### src/rtl/writeback_if.sv
// Memory-to-writeback boundary signals for the writeback stage.
// The master side drives memory-stage state and pipeline control;
// the slave side (the writeback stage) returns the register-file write.
interface writeback_if #(
   parameter int WIDTH = 32
);
   // Pipeline control
   logic             stall_w_i;
   logic             flush_w_i;

   // Memory-stage instruction state
   logic             reg_write_m_i;
   logic [1:0]       result_src_m_i;
   logic [4:0]       rd_m_i;
   logic [2:0]       funct3_m_i;
   logic [WIDTH-1:0] alu_result_m_i;
   logic [WIDTH-1:0] read_data_m_i;
   logic [WIDTH-1:0] pc_plus_4_m_i;

   // Writeback results
   logic [WIDTH-1:0] result_w_o;
   logic [4:0]       rd_w_o;
   logic             reg_write_w_o;
   logic             valid_w_o;
   logic             load_misalign_w_o;

   modport master (
      output stall_w_i, flush_w_i,
      output reg_write_m_i, result_src_m_i, rd_m_i, funct3_m_i,
      output alu_result_m_i, read_data_m_i, pc_plus_4_m_i,
      input  result_w_o, rd_w_o, reg_write_w_o, valid_w_o, load_misalign_w_o
   );

   modport slave (
      input  stall_w_i, flush_w_i,
      input  reg_write_m_i, result_src_m_i, rd_m_i, funct3_m_i,
      input  alu_result_m_i, read_data_m_i, pc_plus_4_m_i,
      output result_w_o, rd_w_o, reg_write_w_o, valid_w_o, load_misalign_w_o
   );
endinterface

### src/rtl/writeback.sv
// Writeback stage: MEM/WB pipeline register, load byte/half extraction
// with sign/zero extension, misaligned-load detection and result select.
// Load extraction assumes WIDTH >= 32 (the data RAM returns 32-bit words).
module writeback #(
   parameter int WIDTH = 32
) (
   input  logic       clk,
   input  logic       rst_n,
   writeback_if.slave wb
);

   localparam logic [2:0] F3_LB  = 3'b000;
   localparam logic [2:0] F3_LH  = 3'b001;
   localparam logic [2:0] F3_LW  = 3'b010;
   localparam logic [2:0] F3_LBU = 3'b100;
   localparam logic [2:0] F3_LHU = 3'b101;

   localparam logic [1:0] SRC_LOAD = 2'b01;
   localparam logic [1:0] SRC_PC4  = 2'b10;

   typedef struct packed {
      logic             valid;
      logic             reg_write;
      logic [1:0]       result_src;
      logic [4:0]       rd;
      logic [2:0]       funct3;
      logic [WIDTH-1:0] alu_result;
      logic [WIDTH-1:0] read_data;
      logic [WIDTH-1:0] pc_plus_4;
   } mem_wb_t;

   mem_wb_t          mem_wb_q;
   mem_wb_t          mem_wb_d;

   logic [1:0]       offset;
   logic [7:0]       load_byte;
   logic [15:0]      load_half;
   logic [WIDTH-1:0] load_data;
   logic             misaligned;
   logic             load_misalign;
   logic [WIDTH-1:0] result;

   // Next MEM/WB contents: flush beats stall, stall holds, otherwise capture.
   always_comb begin
      // NOTE: default assignment first so no path leaves mem_wb_d unassigned (no latch).
      mem_wb_d = mem_wb_q;
      if (wb.flush_w_i) begin
         mem_wb_d = '0;
      end else if (!wb.stall_w_i) begin
         mem_wb_d.valid      = 1'b1;
         mem_wb_d.reg_write  = wb.reg_write_m_i;
         mem_wb_d.result_src = wb.result_src_m_i;
         mem_wb_d.rd         = wb.rd_m_i;
         mem_wb_d.funct3     = wb.funct3_m_i;
         mem_wb_d.alu_result = wb.alu_result_m_i;
         mem_wb_d.read_data  = wb.read_data_m_i;
         mem_wb_d.pc_plus_4  = wb.pc_plus_4_m_i;
      end
   end

   // MEM/WB register with asynchronous clear.
   always_ff @(posedge clk or negedge rst_n) begin
      // NOTE: the register is cleared asynchronously so outputs drop to 0 without a clock edge.
      if (!rst_n) begin
         mem_wb_q <= '0;
      end else begin
         // NOTE: non-blocking so every field updates together from pre-edge values.
         mem_wb_q <= mem_wb_d;
      end
   end

   // Load data extraction and alignment check from the registered fields.
   always_comb begin
      offset     = mem_wb_q.alu_result[1:0];
      load_byte  = mem_wb_q.read_data[{offset, 3'b000} +: 8];
      load_half  = offset[1] ? mem_wb_q.read_data[31:16] : mem_wb_q.read_data[15:0];
      load_data  = mem_wb_q.read_data;
      misaligned = 1'b0;
      unique case (mem_wb_q.funct3)
         F3_LB:  load_data = {{(WIDTH-8){load_byte[7]}}, load_byte};
         F3_LBU: load_data = {{(WIDTH-8){1'b0}}, load_byte};
         F3_LH: begin
            load_data  = {{(WIDTH-16){load_half[15]}}, load_half};
            misaligned = offset[0];
         end
         F3_LHU: begin
            load_data  = {{(WIDTH-16){1'b0}}, load_half};
            misaligned = offset[0];
         end
         F3_LW:  misaligned = (offset != 2'b00);
         default: ;  // undefined funct3 passes the full word through
      endcase
   end

   // Result select; 00 and 11 both return the ALU result.
   always_comb begin
      unique case (mem_wb_q.result_src)
         SRC_LOAD: result = load_data;
         SRC_PC4:  result = mem_wb_q.pc_plus_4;
         default:  result = mem_wb_q.alu_result;
      endcase
   end

   // A misaligned load still presents its extracted value; only the write is dropped.
   assign load_misalign = mem_wb_q.valid && (mem_wb_q.result_src == SRC_LOAD) && misaligned;

   assign wb.result_w_o        = result;
   assign wb.rd_w_o            = mem_wb_q.rd;
   assign wb.valid_w_o         = mem_wb_q.valid;
   assign wb.load_misalign_w_o = load_misalign;
   assign wb.reg_write_w_o     = mem_wb_q.valid && mem_wb_q.reg_write &&
                                 (mem_wb_q.rd != 5'd0) && !load_misalign;

endmodule

### src/flat_wrapper.sv
// flat-port wrapper written by rule: the top's interface ports become plain ports
module writeback_flat 
#(
   parameter int WIDTH = 32
)
  (clk, rst_n, wb_stall_w_i, wb_flush_w_i, wb_reg_write_m_i, wb_result_src_m_i, wb_rd_m_i, wb_funct3_m_i, wb_alu_result_m_i, wb_read_data_m_i, wb_pc_plus_4_m_i, wb_result_w_o, wb_rd_w_o, wb_reg_write_w_o, wb_valid_w_o, wb_load_misalign_w_o);
  writeback_if #(.WIDTH(WIDTH)) wb_i ();
  input  logic clk;
  input  logic rst_n;
  input wire logic [$bits(wb_i.stall_w_i)-1:0] wb_stall_w_i;
  input wire logic [$bits(wb_i.flush_w_i)-1:0] wb_flush_w_i;
  input wire logic [$bits(wb_i.reg_write_m_i)-1:0] wb_reg_write_m_i;
  input wire logic [$bits(wb_i.result_src_m_i)-1:0] wb_result_src_m_i;
  input wire logic [$bits(wb_i.rd_m_i)-1:0] wb_rd_m_i;
  input wire logic [$bits(wb_i.funct3_m_i)-1:0] wb_funct3_m_i;
  input wire logic [$bits(wb_i.alu_result_m_i)-1:0] wb_alu_result_m_i;
  input wire logic [$bits(wb_i.read_data_m_i)-1:0] wb_read_data_m_i;
  input wire logic [$bits(wb_i.pc_plus_4_m_i)-1:0] wb_pc_plus_4_m_i;
  output wire logic [$bits(wb_i.result_w_o)-1:0] wb_result_w_o;
  output wire logic [$bits(wb_i.rd_w_o)-1:0] wb_rd_w_o;
  output wire logic [$bits(wb_i.reg_write_w_o)-1:0] wb_reg_write_w_o;
  output wire logic [$bits(wb_i.valid_w_o)-1:0] wb_valid_w_o;
  output wire logic [$bits(wb_i.load_misalign_w_o)-1:0] wb_load_misalign_w_o;
  assign wb_i.stall_w_i = wb_stall_w_i;
  assign wb_i.flush_w_i = wb_flush_w_i;
  assign wb_i.reg_write_m_i = wb_reg_write_m_i;
  assign wb_i.result_src_m_i = wb_result_src_m_i;
  assign wb_i.rd_m_i = wb_rd_m_i;
  assign wb_i.funct3_m_i = wb_funct3_m_i;
  assign wb_i.alu_result_m_i = wb_alu_result_m_i;
  assign wb_i.read_data_m_i = wb_read_data_m_i;
  assign wb_i.pc_plus_4_m_i = wb_pc_plus_4_m_i;
  assign wb_result_w_o = wb_i.result_w_o;
  assign wb_rd_w_o = wb_i.rd_w_o;
  assign wb_reg_write_w_o = wb_i.reg_write_w_o;
  assign wb_valid_w_o = wb_i.valid_w_o;
  assign wb_load_misalign_w_o = wb_i.load_misalign_w_o;
  writeback #(.WIDTH(WIDTH)) u_core (.clk(clk), .rst_n(rst_n), .wb(wb_i));
endmodule
### config.mk
export PLATFORM = sky130hd
export DESIGN_NAME = writeback_flat
export DESIGN_NICKNAME = d
export VERILOG_FILES = /design/src/rtl/writeback_if.sv /design/src/rtl/writeback.sv /design/src/flat_wrapper.sv
export SDC_FILE = /design/constraint.sdc
export NUM_CORES = 1
export LEC_CHECK = 0
export ABC_AREA = 0
export CELL_PAD_IN_SITES_DETAIL_PLACEMENT = 0
export CELL_PAD_IN_SITES_GLOBAL_PLACEMENT = 1
export CORE_ASPECT_RATIO = 1.75
export CORE_MARGIN = 2
export CORE_UTILIZATION = 40
export CTS_CLUSTER_SIZE = 25
export DETAILED_ROUTE_END_ITERATION = 10
export HOLD_SLACK_MARGIN = 0.03
export PLACE_DENSITY = 0.82
export RECOVER_POWER = 25
export REMOVE_ABC_BUFFERS = 1
export SYNTH_ARGS = -nofsm -noshare
export SYNTH_HDL_FRONTEND = slang
export SYNTH_SLANG_ARGS = --single-unit
### constraint.sdc
create_clock -name clk -period 4.3 [get_ports clk]
set_clock_uncertainty 0.1 [all_clocks]
set_input_delay 0.86 -clock clk [delete_from_list [all_inputs] [get_ports clk]]
set_output_delay 0.86 -clock clk [all_outputs]
set_load 0.03 [all_outputs]
# Word-level counts from Yosys, hierarchy flattened
# Index checks and enable logic that the tools add are counted.
[word_totals] output_inout_bits=40 wordCells=32 in_bits=111 ff_bits=108
[classes] n_eq_ne=7 muxes=6 n_shift=1 reduce_logical=10
[op_table] cell="$mux W108" n=2
[op_table] cell="$pmux W32 S4" n=1
[op_table] cell="$pmux W32 S2" n=1
[op_table] cell="$shiftx A32 B6 Y8" n=1
[op_table] cell="$mux W16" n=1
[op_table] cell="$eq A3 B3 Y1 const B" n=2
[op_table] cell="$logic_and A1 B1 Y1" n=5
[op_table] cell="$reduce_bool A5 Y1" n=1
[op_table] cell="$eq A3 B1 Y1 const B" n=1
[op_table] cell="$eq A3 B2 Y1 const B" n=1
[op_table] cell="$logic_not A3 Y1" n=1
[op_table] cell="$eq A2 B1 Y1 const B" n=1
[op_table] cell="$eq A2 B2 Y1 const B" n=1
[op_table] cell="$ne A2 B1 Y1 const B" n=1
[op_table] cell="$pmux W1 S2" n=1
[op_table] cell="$reduce_bool A2 Y1" n=1
[op_table] cell="$reduce_or A2 Y1" n=1
[op_table] cell="$logic_not A1 Y1" n=1

# Depth between registers and ports, before layout
# Gate-level depths: netlist of the first run.
[depth] depth_word=6 mapped_depth=7

# Least setup slack after synthesis of the first run
# No wires, ideal clock.
[synth_timing] path_kind="register -> output" startpoint="register u_core.mem_wb_q[65] in the netlist's numbering" endpoint="output wb_result_w_o[4]" n_path_buf=2 required_time_ps=3340 arrival_time_ps=1942 slack_ps=1398 stages_incl_launch_ff=6 cell_sequence="dfrtp_1 -> buf_2 -> buf_2 -> o22ai_1 -> a221o_1 -> o21ai_0"
[synth_via] elab_chain_len=3 word_cells_on_any_way=4 cone_classes="1 x shift; 3 x mux"
[synth_rtl] element="start: declaration" line="writeback.sv:32" rtl="mem_wb_t mem_wb_q;"
[synth_rtl] element="start signal: assignment" line="writeback.sv:68" rtl="mem_wb_q <= mem_wb_d;"
[synth_rtl] element="$shiftx A32 B6 Y8 / $mux W16 (equally long branches)" line="writeback.sv:75, writeback.sv:76"
[synth_rtl] element="$pmux W32 S4 *" line="writeback.sv:79" rtl="unique case (mem_wb_q.funct3)"
[synth_rtl] element="$pmux W32 S2 *" line="writeback.sv:97" rtl="unique case (mem_wb_q.result_src)"
[synth_rtl] element="end: declaration" line="flat_wrapper.sv:19" rtl="output wire logic [$bits(wb_i.result_w_o)-1:0] wb_result_w_o;"
# Every way passes the cells marked *; elsewhere a longest branch is shown, timed or not.

# Worst setup path in the final report of the first run
[layout_timing] startpoint="register u_core.mem_wb_q[64] in the netlist's numbering" endpoint="output wb_result_w_o[18]"
[layout_via] elab_chain_len=3
[layout_rtl] element="$shiftx A32 B6 Y8" line="writeback.sv:75" rtl="load_byte = mem_wb_q.read_data[{offset, 3'b000} +: 8];"
[layout_rtl] element="$pmux W32 S4" line="writeback.sv:79"
[layout_rtl] element="$pmux W32 S2" line="writeback.sv:97"
# Every way passes these cells.

==> results of run 1 <==
worst max-delay path, stage by stage, from the launching register on:
cell and delay, ns:
dfrtp_1 0.46, mux4_2 0.59, o211a_4 0.27, a21oi_4 0.52, a21oi_1 0.15, clkdlybuf4s50_1 0.63
power groups by stage:
stage          clock, mW  combinational [mW]  sequential (mW)
2_1_floorplan          0               0.264             1.13
3_3_place_gp           0               0.559             1.13
3_5_place_dp           0               0.566             1.14
4_1_cts            0.877               0.569             1.12
5_1_grt            0.915               0.610             1.13
6_report           0.852               0.562             1.12
stage by stage:
step	util, %	setup WS, ns
after floorplan	-	1.31
after global placement	52.8	0.798
after detailed placement	52.8	0.765
after CTS	55.1	0.370
after global routing	55.1	0.202
final	55.1	0.365
final cells by class:
type	instances	area, um2
Inverter	6	22.5
Clock buffer	10	239
Sequential cell	108	2700
Antenna cell	1	2.50
Clock inverter	6	70.1
Tap cell	174	218
Timing Repair Buffer	159	1560
Multi-Input combinational cell	375	2560
Fill cell	1194	6010
state kept, by name (all words and copies together), names as in the netlist:
signal and flops:
u_core.mem_wb_q 102, u_core.wb.rd_w_o 5, u_core.wb.valid_w_o 1
worst min path at each step:
stage                                 endpoint                 start  slack (ns)  cells past startpoint
after floorplan            u_core.mem_wb_q[72]   u_core.mem_wb_q[72]        0.38                      2
after global placement     u_core.mem_wb_q[72]   u_core.mem_wb_q[72]        0.40                      2
after detailed placement   u_core.mem_wb_q[20]   u_core.mem_wb_q[20]        0.42                      2
after CTS                  u_core.mem_wb_q[95]   u_core.mem_wb_q[95]        0.43                      2
after global routing      u_core.mem_wb_q[106]  u_core.mem_wb_q[106]        0.46                      2
final                      u_core.mem_wb_q[95]   u_core.mem_wb_q[95]        0.43                      2
cells in the final DEF, fill, tap and decap left out, types with 2 or more instances in the layout:
| cell | Yosys | layout |
|---|---|---|
| a221oi_1 | 2 | 2 |
| a22oi_1 | 24 | 24 |
| o211ai_1 | 2 | 2 |
| o21ai_0 | 15 | 15 |
| o22ai_1 | 6 | 6 |
| nor2b_1 | 21 | 21 |
| nor2_1 | 123 | 123 |
| clkdlybuf4s50_1 | 0 | 142 |
| a22o_1 | 4 | 4 |
| a221o_1 | 7 | 7 |
| a21o_1 | 9 | 9 |
| buf_4 | 5 | 13 |
| ha_1 | 2 | 2 |
| clkbuf_16 | 0 | 9 |
| dfrtp_1 | 108 | 108 |
| nand2_1 | 3 | 3 |
| mux2i_1 | 114 | 114 |
| inv_6 | 0 | 2 |
| mux2_2 | 3 | 3 |
| inv_1 | 6 | 6 |
| a21oi_1 | 27 | 27 |
| clkinv_4 | 0 | 2 |
| nand2b_1 | 3 | 3 |
routing by layer:
layer  global-route usage [%]  vias to the layer above  wire length, um
li1                         -                     2113                -
met1                     26.2                     2214             6070
met2                     39.5                      131             8520
met3                     3.98                       25              674
met4                     8.21                        0              478
met5                        0                        -                0
cell families (layout without fill, tap and decap cells):
logic type | Yosys count | after routing | share of synthesized area, %
simple gates | 155 | 155 | 12.0
mux | 118 | 118 | 21.8
flops | 108 | 108 | 49.2
compound gates | 100 | 100 | 12.4
buf+inv | 51 | 181 | 4.12
fa+ha+maj | 2 | 2 | 0.456
other cells | 0 | 1 | 0
==> impl_metrics.tcl, run 1 <==
set metrics [dict create \
    cts_root_buffer "clkbuf_16" \
    crit_path_end "wb_result_w_o[18]" \
    r2r_cells 3 \
    leakage_nw 3.41 \
    instances_no_fill 839 \
    synth_edf_count 0 \
    area_delta_synth_final_pct 34.3 \
    finalHoldViolations 0 \
    place_hpwl_um 11100 \
    rr_startpoint "u_core.mem_wb_q[65]" \
    critical_path.endpoint_type "output port" \
    num_rows 56 \
    hold_slack_ns 0.427 \
    power_frac_comb_pct 22.2 \
    dr.first_iter.drc_count 309 \
    fp.dieH_um 159 \
    dieWidth_um 92.6 \
    synth.distinct_cells 33 \
    synth-seq-cells 108 \
    status "complete, but fails checks" \
    r2r-end "u_core.mem_wb_q[65]" \
    cts_setup_buffers 0 \
    yosysWarnings 0 \
    final_antenna_net_count 0 \
    path_clk_slew_ns 0.07 \
    cp_max_fo 16 \
    wl_um 15700 \
    portBuffers 150 \
    p_switching_mw 0.716 \
    critPathRequiredTime_ns 3.34 \
    power_density_mw_per_mm2 343 \
    grt_max_degree 109 \
    netlist.area_leader.share_pct 49.2 \
    fin_crit_sh_pct 91.5 \
    drt_pass1_iterations 4 \
    via_per_inst 5.34 \
    ys_top_cells_by_area "dfrtp_1 49%, mux2i_1 21%, nor2_1 8.4%" \
    netlist_instances 534 \
    setup_tns_ns 0 \
    cts_tree "built" \
    gp_congestion 0.759 \
    startpoint "u_core.mem_wb_q[64]" \
    arrival_ns 2.97 \
    hold_path_class "register to register" \
    clock-sinks 108 \
    switching_share_pct 28.3 \
    synth_commonest_cells "123 x nor2_1, 114 x mux2i_1, 108 x dfrtp_1" \
    insertion_delay_ns 0.34 \
    power_frac_clock_pct 33.6 \
    clk_path_buf_depth 2 \
    dieArea_mm2 0.0147 \
    power.internal_mw 1.82 \
    numCtsBuffers 9 \
    cts-resized-gates 0 \
    cp-start-kind "register" \
    start_util_pct 41.0 \
    ir_drop_uv 186 \
    htree_levels 3 \
    wl_per_cell_um 18.8 \
    grt_pass1_wl_um 25500 \
    grt_pass1_vias 4840 \
    postPlaceCellArea_mm2 0.00707 \
    finalSetupViolCount 0 \
    synth_top_cell_by_area "dfrtp_1" \
    violations "max-capacitance violations, max-slew violations" \
    fmax_mhz 254 \
    worst_pin_slew_ns 1.60 \
    io-pin-count 151 \
    ys.flop_type "dfrtp_1" \
    ys_seq_area_share_pct 49.2 \
    stdcell_area_mm2 0.00737 \
    rsz0062_at_grt "no" \
    synth_area_mm2 0.00549 \
    maxCapViolCount 1 \
    fin_total_pwr_mw 2.53 \
    antenna_found_initial 1 \
    drive_gt1_share_pct 5.72 \
    drc 0 \
    async_flop_share_pct 100 \
    vias 4483 \
    r2r_setup_slack_ns 3.12 \
    fin_crit_ns 3.93 \
    power_frac_seq_pct 44.2 \
    slew_headroom_pct -6.43 \
    core_area_mm2 0.0134 \
    placedCellCount 822 \
    crit_type "register to output port" \
    ctsHoldBuffers 0 \
    drv_slew 66 \
    track_usage_pct 22.2 \
    fin_nets 772 \
    avgSynthCellArea_um2 10.3 \
    synth.most_common_cell "nor2_1" \
    grt.overflow.total 0 \
]
Power figures use the tool's default switching activity.
==> run 2, diff against run 1 <==
Settings changed: ABC_AREA 0 to 1, CORE_UTILIZATION 40 to 39, CTS_BUF_LIST from default to sky130_fd_sc_hd__clkbuf_4 sky130_fd_sc_hd__clkbuf_8, PLACE_DENSITY 0.82 to 0.95.
==> impl_metrics.tcl, run 2 <==
set metrics [dict create \
    status "complete, but fails checks" \
    violations "max-capacitance violations, max-slew violations" \
    cp-start-kind "register" \
    slew_headroom_pct -112 \
    ys_top_cells_by_area "dfrtp_1 47%, nand3_1 16%, nand2_1 8.9%" \
    drive_gt1_share_pct 7.51 \
    setup_tns_ns 0 \
    cts_tree "built" \
    dieArea_mm2 0.0158 \
    drv_slew 59 \
    drt_pass1_iterations 4 \
    instances_no_fill 1045 \
    ir_drop_uv 179 \
    final_common_cell "nand3_1" \
    gp_congestion 0.814 \
    critPathRequiredTime_ns 3.34 \
    numCtsBuffers 9 \
    start_util_pct 40.0 \
    postPlaceCellArea_mm2 0.00725 \
    hold_path_class "register to register" \
    power_density_mw_per_mm2 347 \
    avgSynthCellArea_um2 7.60 \
    ys_seq_area_share_pct 47.0 \
    largest-register "u_core.mem_wb_q" \
    synth.distinct_cells 26 \
    fin_crit_ns 3.58 \
    synth_edf_count 0 \
    crit_type "register to output port" \
    antenna_cells 0 \
    synth_top_cell_by_area "dfrtp_1" \
    clock-sinks 108 \
    place_hpwl_um 11600 \
    grt_max_degree 174 \
    cts_root_buffer "clkbuf_8" \
    wl_per_cell_um 16.2 \
    portBuffers 150 \
    core_area_mm2 0.0144 \
    insertion_delay_ns 0.38 \
    synth_area_mm2 0.00575 \
    htree_levels 3 \
    hold_slack_ns 0.413 \
    worst_pin_slew_ns 3.18 \
    netlist_instances 757 \
    track_usage_pct 22.0 \
    fin_total_pwr_mw 2.59 \
    drc 0 \
    fin_ws_ns 0.716 \
    path_clk_slew_ns 0.10 \
    fin_nets 974 \
    fin_crit_sh_pct 83.3 \
    dr.first_iter.drc_count 214 \
    vias 5454 \
    final_antenna_net_count 0 \
    worstHoldPathCells 2 \
    wl_um 17000 \
    synth.most_common_cell "nand3_1" \
    area_delta_synth_final_pct 29.5 \
    largest_reg_flops 102 \
    via_per_inst 5.22 \
    synth_commonest_cells "189 x nand3_1, 136 x nand2_1, 108 x dfrtp_1" \
    arrival_ns 2.62 \
    critical_path.endpoint_type "output port" \
    finalHoldViolations 0 \
    stdcell_area_mm2 0.00745 \
    fp.dieH_um 165 \
    leakage_nw 3.48 \
    io-pin-count 151 \
    placedCellCount 1030 \
    dieWidth_um 95.8 \
    rsz0062_at_grt "no" \
    yosysWarnings 0 \
    finalSetupViolCount 0 \
    synth-seq-cells 108 \
    r2r_cells 2 \
    fin_util_pct 51.9 \
    ctsHoldBuffers 0 \
    async_flop_share_pct 100 \
    clk_path_buf_depth 2 \
    grt_pass1_wl_um 26800 \
    fmax_mhz 279 \
    antenna_found_initial 0 \
    cp_max_fo 17 \
    grt.overflow.total 0 \
    netlist.area_leader.share_pct 47.0 \
    final_cell_mix "189 x nand3_1, 136 x clkdlybuf4s50_1, 135 x nand2_1" \
    ys.flop_type "dfrtp_1" \
    pre_cts_ws_ns 1.13 \
    cts_setup_buffers 0 \
    num_rows 58 \
    cts-resized-gates 0 \
    fillers 1455 \
    maxCapViolCount 1 \
    grt_pass1_vias 5354 \
]
run 2: worst paths after layout:
kind                                 startpoint             endpoint  slack (ns)
setup / recovery           u_core.mem_wb_q[105]     wb_result_w_o[1]        0.72
setup reg to reg            u_core.mem_wb_q[97]  u_core.mem_wb_q[97]        3.21
max in group asynchronous                 rst_n  u_core.mem_wb_q[84]        0.87
hold / removal              u_core.mem_wb_q[76]  u_core.mem_wb_q[76]        0.41
hold reg to reg             u_core.mem_wb_q[76]  u_core.mem_wb_q[76]        0.41
min in group asynchronous                 rst_n  u_core.wb.rd_w_o[3]        1.42
run 2: report_power, final:
| part | internal (mW) | total (mW) | switching, mW |
|---|---|---|---|
| Clock | 0.330 | 0.673 | 0.344 |
| Combinational | 0.310 | 0.780 | 0.470 |
| Sequential | 1.09 | 1.13 | 0.0452 |
| Total | 1.73 | 2.59 | 0.858 |
run 2: routing by layer:
metal  routed length [um]  track usage, %  up-vias
li1                     -               -     2729
met5                    0               0        -
met3                  598            2.42       28
met2                 8950            38.7      130
met1                 6940            27.0     2567
met4                  479            8.83        0
run 2: cells by family (layout without fill, tap and decap cells):
| family | Yosys count | in the layout | share of synthesized area [%] |
|---|---|---|---|
| flops | 108 | 108 | 47.0 |
| compound gates | 156 | 156 | 14.4 |
| buf+inv | 118 | 226 | 8.94 |
| simple gates | 373 | 373 | 29.3 |
| fa+ha+maj | 2 | 2 | 0.435 |
run 2: area by class of cell:
class / instances / area (um2) / area share [%]
Sequential cell: 108 / 2700 / 36.3
Multi-Input combinational cell: 531 / 2540 / 34.1
Timing Repair Buffer: 163 / 1580 / 21.2
Tap cell: 180 / 225 / 3.02
Inverter: 48 / 190 / 2.55
Clock buffer: 10 / 131 / 1.76
Clock inverter: 5 / 77.6 / 1.04
run 2: worst max-delay path: stages (launching register included):
cell and delay, ns:
dfrtp_1 0.40, inv_1 0.07, ha_1 0.18, inv_1 0.22, buf_4 0.28, a21oi_1 0.13
nand3_1 0.09, a21oi_1 0.16, clkdlybuf4s50_1 0.69
